==> src/rtl/multi_decode_unit.sv <==
// Superscalar decode stage: accepts an N-slot bundle, splits it at intra-bundle RAW hazards
// and issues each dependency-free prefix with register operands and branch targets resolved.
module multi_decode_unit #(
    parameter int N    = 2,
    parameter int XLEN = 16
) (
    input  logic                  i_clk,
    input  logic                  i_reset,
    input  logic                  i_stall,
    input  logic                  i_flush,
    input  logic [N-1:0]          i_in_valid,
    input  logic [N*16-1:0]       i_instr,
    input  logic [N*XLEN-1:0]     i_pc,
    output logic                  o_in_ready,
    output logic [N*6-1:0]        o_rf_raddr,
    input  logic [N*2*XLEN-1:0]   i_rf_rdata,
    output logic [N-1:0]          o_out_valid,
    output logic [N*4-1:0]        o_opcode,
    output logic [N*3-1:0]        o_rd,
    output logic [N*3-1:0]        o_rs1,
    output logic [N*3-1:0]        o_rs2,
    output logic [N*XLEN-1:0]     o_imm,
    output logic [N*XLEN-1:0]     o_op1,
    output logic [N*XLEN-1:0]     o_op2,
    output logic [N*XLEN-1:0]     o_branch_target_out
);

    localparam logic [3:0] OPC_BRANCH = 4'b1100;

    typedef enum logic {RUN, SPLIT} state_t;

    state_t              r_state;
    state_t              w_state_next;
    logic [N*16-1:0]     r_buf_instr;
    logic [N*XLEN-1:0]   r_buf_pc;
    logic [N-1:0]        r_pend;

    logic [N*16-1:0]     w_src_instr;
    logic [N*XLEN-1:0]   w_src_pc;
    logic [N-1:0]        w_eff_valid;
    logic [N-1:0]        w_pend;
    logic [N-1:0]        w_issue;
    logic [N-1:0]        w_first;
    logic [N-1:0]        w_remain;
    logic                w_load;
    logic                w_accept;

    logic [3:0]          w_opc   [N];
    logic                w_iflag [N];
    logic [2:0]          w_rd    [N];
    logic [2:0]          w_rs1   [N];
    logic [2:0]          w_rs2   [N];
    logic [XLEN-1:0]     w_imm   [N];
    logic [XLEN-1:0]     w_op1   [N];
    logic [XLEN-1:0]     w_op2   [N];
    logic [XLEN-1:0]     w_tgt   [N];

    logic [N-1:0]        w_lane_valid;
    logic [N*4-1:0]      w_lane_opcode;
    logic [N*3-1:0]      w_lane_rd;
    logic [N*3-1:0]      w_lane_rs1;
    logic [N*3-1:0]      w_lane_rs2;
    logic [N*XLEN-1:0]   w_lane_imm;
    logic [N*XLEN-1:0]   w_lane_op1;
    logic [N*XLEN-1:0]   w_lane_op2;
    logic [N*XLEN-1:0]   w_lane_tgt;

    // A gap in in_valid kills every younger slot.
    always_comb begin
        logic run;
        run         = 1'b1;
        w_eff_valid = '0;
        for (int k = 0; k < N; k++) begin
            run            = run & i_in_valid[k];
            w_eff_valid[k] = run;
        end
    end

    always_comb begin
        if (r_state == SPLIT) begin
            w_src_instr = r_buf_instr;
            w_src_pc    = r_buf_pc;
            w_pend      = r_pend;
        end else begin
            w_src_instr = i_instr;
            w_src_pc    = i_pc;
            w_pend      = w_eff_valid;
        end
    end

    genvar g;
    generate
        for (g = 0; g < N; g++) begin : g_slot
            assign w_opc[g]   = w_src_instr[16*g+12 +: 4];
            assign w_iflag[g] = w_src_instr[16*g+11];
            assign w_rd[g]    = w_src_instr[16*g+8 +: 3];
            assign w_rs1[g]   = w_src_instr[16*g+5 +: 3];
            assign w_rs2[g]   = w_src_instr[16*g+2 +: 3];
            assign w_imm[g]   = {{(XLEN-5){w_src_instr[16*g+4]}}, w_src_instr[16*g +: 5]};
            assign w_op1[g]   = i_rf_rdata[2*XLEN*g +: XLEN];
            assign w_op2[g]   = w_iflag[g] ? w_imm[g] : i_rf_rdata[2*XLEN*g+XLEN +: XLEN];
            assign w_tgt[g]   = w_src_pc[XLEN*g +: XLEN] + w_imm[g];
            assign o_rf_raddr[6*g +: 6] = {w_rs2[g], w_rs1[g]};
        end
    endgenerate

    // Issue pending slots in age order until the first one that reads a register written earlier in this issue group.
    always_comb begin
        logic [N-1:0] issue;
        logic         blocked;
        logic         dep;
        issue   = '0;
        blocked = 1'b0;
        for (int j = 0; j < N; j++) begin
            dep = 1'b0;
            for (int i = 0; i < j; i++) begin
                if (issue[i] && (w_opc[i] != OPC_BRANCH) &&
                    ((w_rd[i] == w_rs1[j]) || (!w_iflag[j] && (w_rd[i] == w_rs2[j])))) begin
                    dep = 1'b1;
                end
            end
            if (w_pend[j] && !blocked) begin
                if (dep) begin
                    blocked = 1'b1;
                end else begin
                    issue[j] = 1'b1;
                end
            end
        end
        w_issue = issue;
    end

    always_comb begin
        w_first    = '0;
        w_first[0] = w_issue[0];
        for (int k = 1; k < N; k++) begin
            w_first[k] = w_issue[k] & ~w_issue[k-1];
        end
    end

    assign w_remain = w_pend & ~w_issue;

    // Issued slots are contiguous, so lane l carries the slot l positions after the first issued one.
    always_comb begin
        w_lane_valid  = '0;
        w_lane_opcode = '0;
        w_lane_rd     = '0;
        w_lane_rs1    = '0;
        w_lane_rs2    = '0;
        w_lane_imm    = '0;
        w_lane_op1    = '0;
        w_lane_op2    = '0;
        w_lane_tgt    = '0;
        for (int l = 0; l < N; l++) begin
            for (int k = l; k < N; k++) begin
                if (w_issue[k] && w_first[k-l]) begin
                    w_lane_valid[l]           = 1'b1;
                    w_lane_opcode[4*l +: 4]   = w_opc[k];
                    w_lane_rd[3*l +: 3]       = w_rd[k];
                    w_lane_rs1[3*l +: 3]      = w_rs1[k];
                    w_lane_rs2[3*l +: 3]      = w_rs2[k];
                    w_lane_imm[XLEN*l +: XLEN] = w_imm[k];
                    w_lane_op1[XLEN*l +: XLEN] = w_op1[k];
                    w_lane_op2[XLEN*l +: XLEN] = w_op2[k];
                    w_lane_tgt[XLEN*l +: XLEN] = w_tgt[k];
                end
            end
        end
    end

    assign o_in_ready = (r_state == RUN) && !i_stall;
    assign w_accept   = (r_state == RUN) && !i_stall && !i_flush && i_in_valid[0];
    assign w_load     = w_accept || ((r_state == SPLIT) && !i_stall && !i_flush);

    always_comb begin
        w_state_next = r_state;
        if (i_flush) begin
            w_state_next = RUN;
        end else if (w_load) begin
            w_state_next = (|w_remain) ? SPLIT : RUN;
        end
    end

    always_ff @(posedge i_clk) begin
        if (i_reset) begin
            r_state <= RUN;
        end else begin
            r_state <= w_state_next;
        end
    end

    // Flush only drops valids and the pending mask; stale field values are harmless once out_valid is low.
    always_ff @(posedge i_clk) begin
        if (i_reset) begin
            r_buf_instr         <= '0;
            r_buf_pc            <= '0;
            r_pend              <= '0;
            o_out_valid         <= '0;
            o_opcode            <= '0;
            o_rd                <= '0;
            o_rs1               <= '0;
            o_rs2               <= '0;
            o_imm               <= '0;
            o_op1               <= '0;
            o_op2               <= '0;
            o_branch_target_out <= '0;
        end else if (i_flush) begin
            o_out_valid <= '0;
            r_pend      <= '0;
        end else if (!i_stall) begin
            if (w_load) begin
                o_out_valid         <= w_lane_valid;
                o_opcode            <= w_lane_opcode;
                o_rd                <= w_lane_rd;
                o_rs1               <= w_lane_rs1;
                o_rs2               <= w_lane_rs2;
                o_imm               <= w_lane_imm;
                o_op1               <= w_lane_op1;
                o_op2               <= w_lane_op2;
                o_branch_target_out <= w_lane_tgt;
                r_pend              <= w_remain;
                if (w_accept) begin
                    r_buf_instr <= i_instr;
                    r_buf_pc    <= i_pc;
                end
            end else begin
                o_out_valid <= '0;
            end
        end
    end

endmodule
==> config.mk <==
export PLATFORM = sky130hd
export DESIGN_NAME = multi_decode_unit
export DESIGN_NICKNAME = d
export VERILOG_FILES = /design/src/rtl/multi_decode_unit.sv
export SDC_FILE = /design/constraint.sdc
export NUM_CORES = 1
export LEC_CHECK = 0
export ABC_AREA = 0
export BUFFER_PORTS_ARGS = -buffer_cell sky130_fd_sc_hd__buf_2
export CAP_MARGIN = 15
export CORE_MARGIN = 4
export CORE_UTILIZATION = 35
export DETAILED_ROUTE_END_ITERATION = 12
export GPL_TIMING_DRIVEN = 1
export SYNTH_ARGS = -nofsm -noshare
export SYNTH_HDL_FRONTEND = slang
export SYNTH_SLANG_ARGS = --single-unit
==> constraint.sdc <==
create_clock -name i_clk -period 4.01 [get_ports i_clk]
set_clock_uncertainty 0.2 [all_clocks]
set_input_delay 0.6015 -clock i_clk [delete_from_list [all_inputs] [get_ports i_clk]]
set_output_delay 0.6015 -clock i_clk [all_outputs]
set_load 0.005 [all_outputs]
==> impl_metrics.tcl <==
set metrics [dict create \
    grtUsageTotal 0.217 \
    cts_resized 0 \
    design.die.area_um2 30400 \
    portBuffers 302 \
    syn-mean-instance-area_um2 8.34 \
    design_area_um2 11900 \
    die_y_um 174 \
    period_needed_ps 3710 \
    end_kind "flop" \
    place_hpwl_mm 25.2 \
    synth_flop_cell "dfxtp_1" \
    hp-class "input port to flop" \
    vdd_drop_max_mv 0.261 \
    insertion_delay_ps 440 \
    synth_top_area_frac 0.384 \
    run_status "finished clean" \
    period_share 0.924 \
    synth.area.top_cells "dfxtp_1 38%, nand2_1 6.5%, mux2_2 6.3%, a21oi_1 5.5%, nor2_1 5.1%" \
    die_width_um 174 \
    power_mw 4.50 \
    yosys.area.top_type "dfxtp_1" \
    cts_buffers 17 \
    tns_ps 0 \
    yosysUniqueCellTypes 63 \
    initial_core_util 0.358 \
    io_pins 303 \
    finalHoldViolations 0 \
    nets 1551 \
    vias 9461 \
    rsz0062_at_grt "no" \
    routedWlPerCell_um 19.5 \
    viasPerCell 5.34 \
    yosysSeqAreaShare 0.384 \
    syn-num-nets 1328 \
    syn_inst 1162 \
    synth_edf_count 0 \
    grt_antenna_before_repair 6 \
    place_congestion 0.921 \
    coreArea_um2 27100 \
    required_ps 4120 \
    ys_ff_latch 186 \
    grt_pass1_vias 9047 \
    rows 60 \
    ctsHoldBuffers 0 \
    ant_nets 0 \
    cp_max_fo 19 \
    hold_ws_ps 195 \
    dpl_cell_area_um2 11300 \
    drtIter0Drc 613 \
    syn_area_um2 9700 \
    leakagePower_nw 5.05 \
    critPathLaunchType "flop" \
    p_per_area_nw_per_um2 378 \
    fin_util 0.439 \
    postCtsSetupRepairBufs 0 \
    max-cap-violations 0 \
    routed_wirelength_mm 34.5 \
    setup_viol 0 \
    drive_above_1_share 0.320 \
    tightestPinTransition_ps 1140 \
    drv_slew 0 \
    root_buffer "clkbuf_16" \
    layout_commonest_cell "buf_2" \
    cts.sinks 186 \
    path_class "flop to flop" \
    drt_pre_antenna_iters 7 \
    grt_pass1_wl_mm 52.9 \
    syn_to_final_growth_pct 22.8 \
    clkTransAtPathRegs_ps 90 \
    async_flop_share 0 \
    htree_levels 4 \
    cts_tree "yes" \
    grt-ovfl-total 0 \
    layout_common_cells "301 x buf_2, 185 x dfxtp_1, 168 x nand2_1" \
    grt_max_degree 70 \
    slew_headroom 0.236 \
    yosys_warnings 0 \
    crit_arrival_ps 3810 \
    drc 0 \
    fmaxAchievable_mhz 270 \
    cts.path.max_buffers 2 \
]
-- sequential cells by signal, indices dropped and copies added, names as in the netlist --
name	cells
o_branch_target_out	32
o_imm	5
o_op1	32
o_op2	32
o_opcode	8
o_out_valid	2
o_rd	6
o_rs1	6
o_rs2	5
r_buf_instr	25
r_buf_pc	31
r_pend	1
r_state	1
-- Yosys cell counts, types with 5 or more instances --
| cell type | number |
|---|---|
| nand4_1 | 5 |
| o211ai_1 | 18 |
| o21ai_0 | 47 |
| a211oi_1 | 5 |
| a221oi_1 | 35 |
| and3_1 | 5 |
| inv_1 | 10 |
| xor2_1 | 14 |
| a31oi_1 | 9 |
| ha_1 | 30 |
| and2_1 | 5 |
| a21o_1 | 7 |
| a21oi_1 | 107 |
| xnor2_1 | 14 |
| mux2i_1 | 13 |
| nand2_1 | 169 |
| a22oi_1 | 25 |
| dfxtp_1 | 186 |
| a22oi_2 | 20 |
| o221ai_1 | 9 |
| nand3_1 | 13 |
| buf_4 | 30 |
| buf_2 | 28 |
| clkbuf_1 | 54 |
| nor2_1 | 131 |
| nor3_1 | 50 |
| buf_1 | 5 |
| nor2b_1 | 5 |
| mux2_2 | 54 |
-- worst max-delay path: stages (launching register included) --
cell	delay [ps]
dfxtp_2	660
mux2i_1	400
inv_1	310
ha_1	460
a21oi_1	300
nor3_1	80
or3_1	390
a221o_1	310
nor3_1	300
o2bb2ai_1	160
-- kinds of logic (layout without fill, tap and decap cells) --
family                     Yosys count  count (layout)  synth area share
and+or+nand+nor                    396             396             0.171
buffers and inverters              130             366            0.0679
other                                0               2                 0
muxes                               68              68            0.0777
DFF                                186             186             0.384
AOI/OAI and AO/OA                  322             322             0.231
xor gates and xnor gates            28              28            0.0253
adders and majority gates           32              32            0.0428
-- per-stage QoR --
step,std cells,setup WS [ps]
after CTS,1770,330
after global placement,1738,374
after global routing,1772,35.9
after floorplan,1162,415
after detailed placement,1738,360
final,1772,303
-- where the power goes --
| group | leakage, nW | internal (mW) | switching (mW) | total, mW |
|---|---|---|---|---|
| registers | 1.51 | 1.91 | 0.0379 | 1.95 |
| clock network | 0.303 | 0.870 | 0.932 | 1.80 |
| logic | 3.24 | 0.296 | 0.456 | 0.752 |
-- worst paths after layout --
kind | to | cells after the start | start | slack (ps)
min reg2reg | o_branch_target_out[31]$_SDFFE_PP0P_ | 2 | o_branch_target_out[31]$_SDFFE_PP0P_ | 250
min | r_buf_instr[25]$_SDFFE_PP0P_ | 3 | i_instr[25] | 200
max | o_branch_target_out[14]$_SDFFE_PP0P_ | 9 | r_state$_SDFFE_PP0P_ | 300
max reg2reg | o_branch_target_out[14]$_SDFFE_PP0P_ | 9 | r_state$_SDFFE_PP0P_ | 300
-- final cells by class --
type	instances	area, um^2
multi-input cells	846	5350
diodes	2	5.00
clock inverters	15	204
flip-flops and latches	186	3720
fillers	2745	15200
well taps	372	465
repair buffers	324	1700
clock buffers	17	425
inverters	10	37.5
-- per-layer routing --
metal,global-route usage,part of all wire,vias to the layer above
met5,0,0.0013,-
met4,0.0492,0.014,8
met3,0.0509,0.066,43
met2,0.347,0.45,293
met1,0.297,0.47,4536
li1,-,-,4581
(Power assumes the default switching activity.)
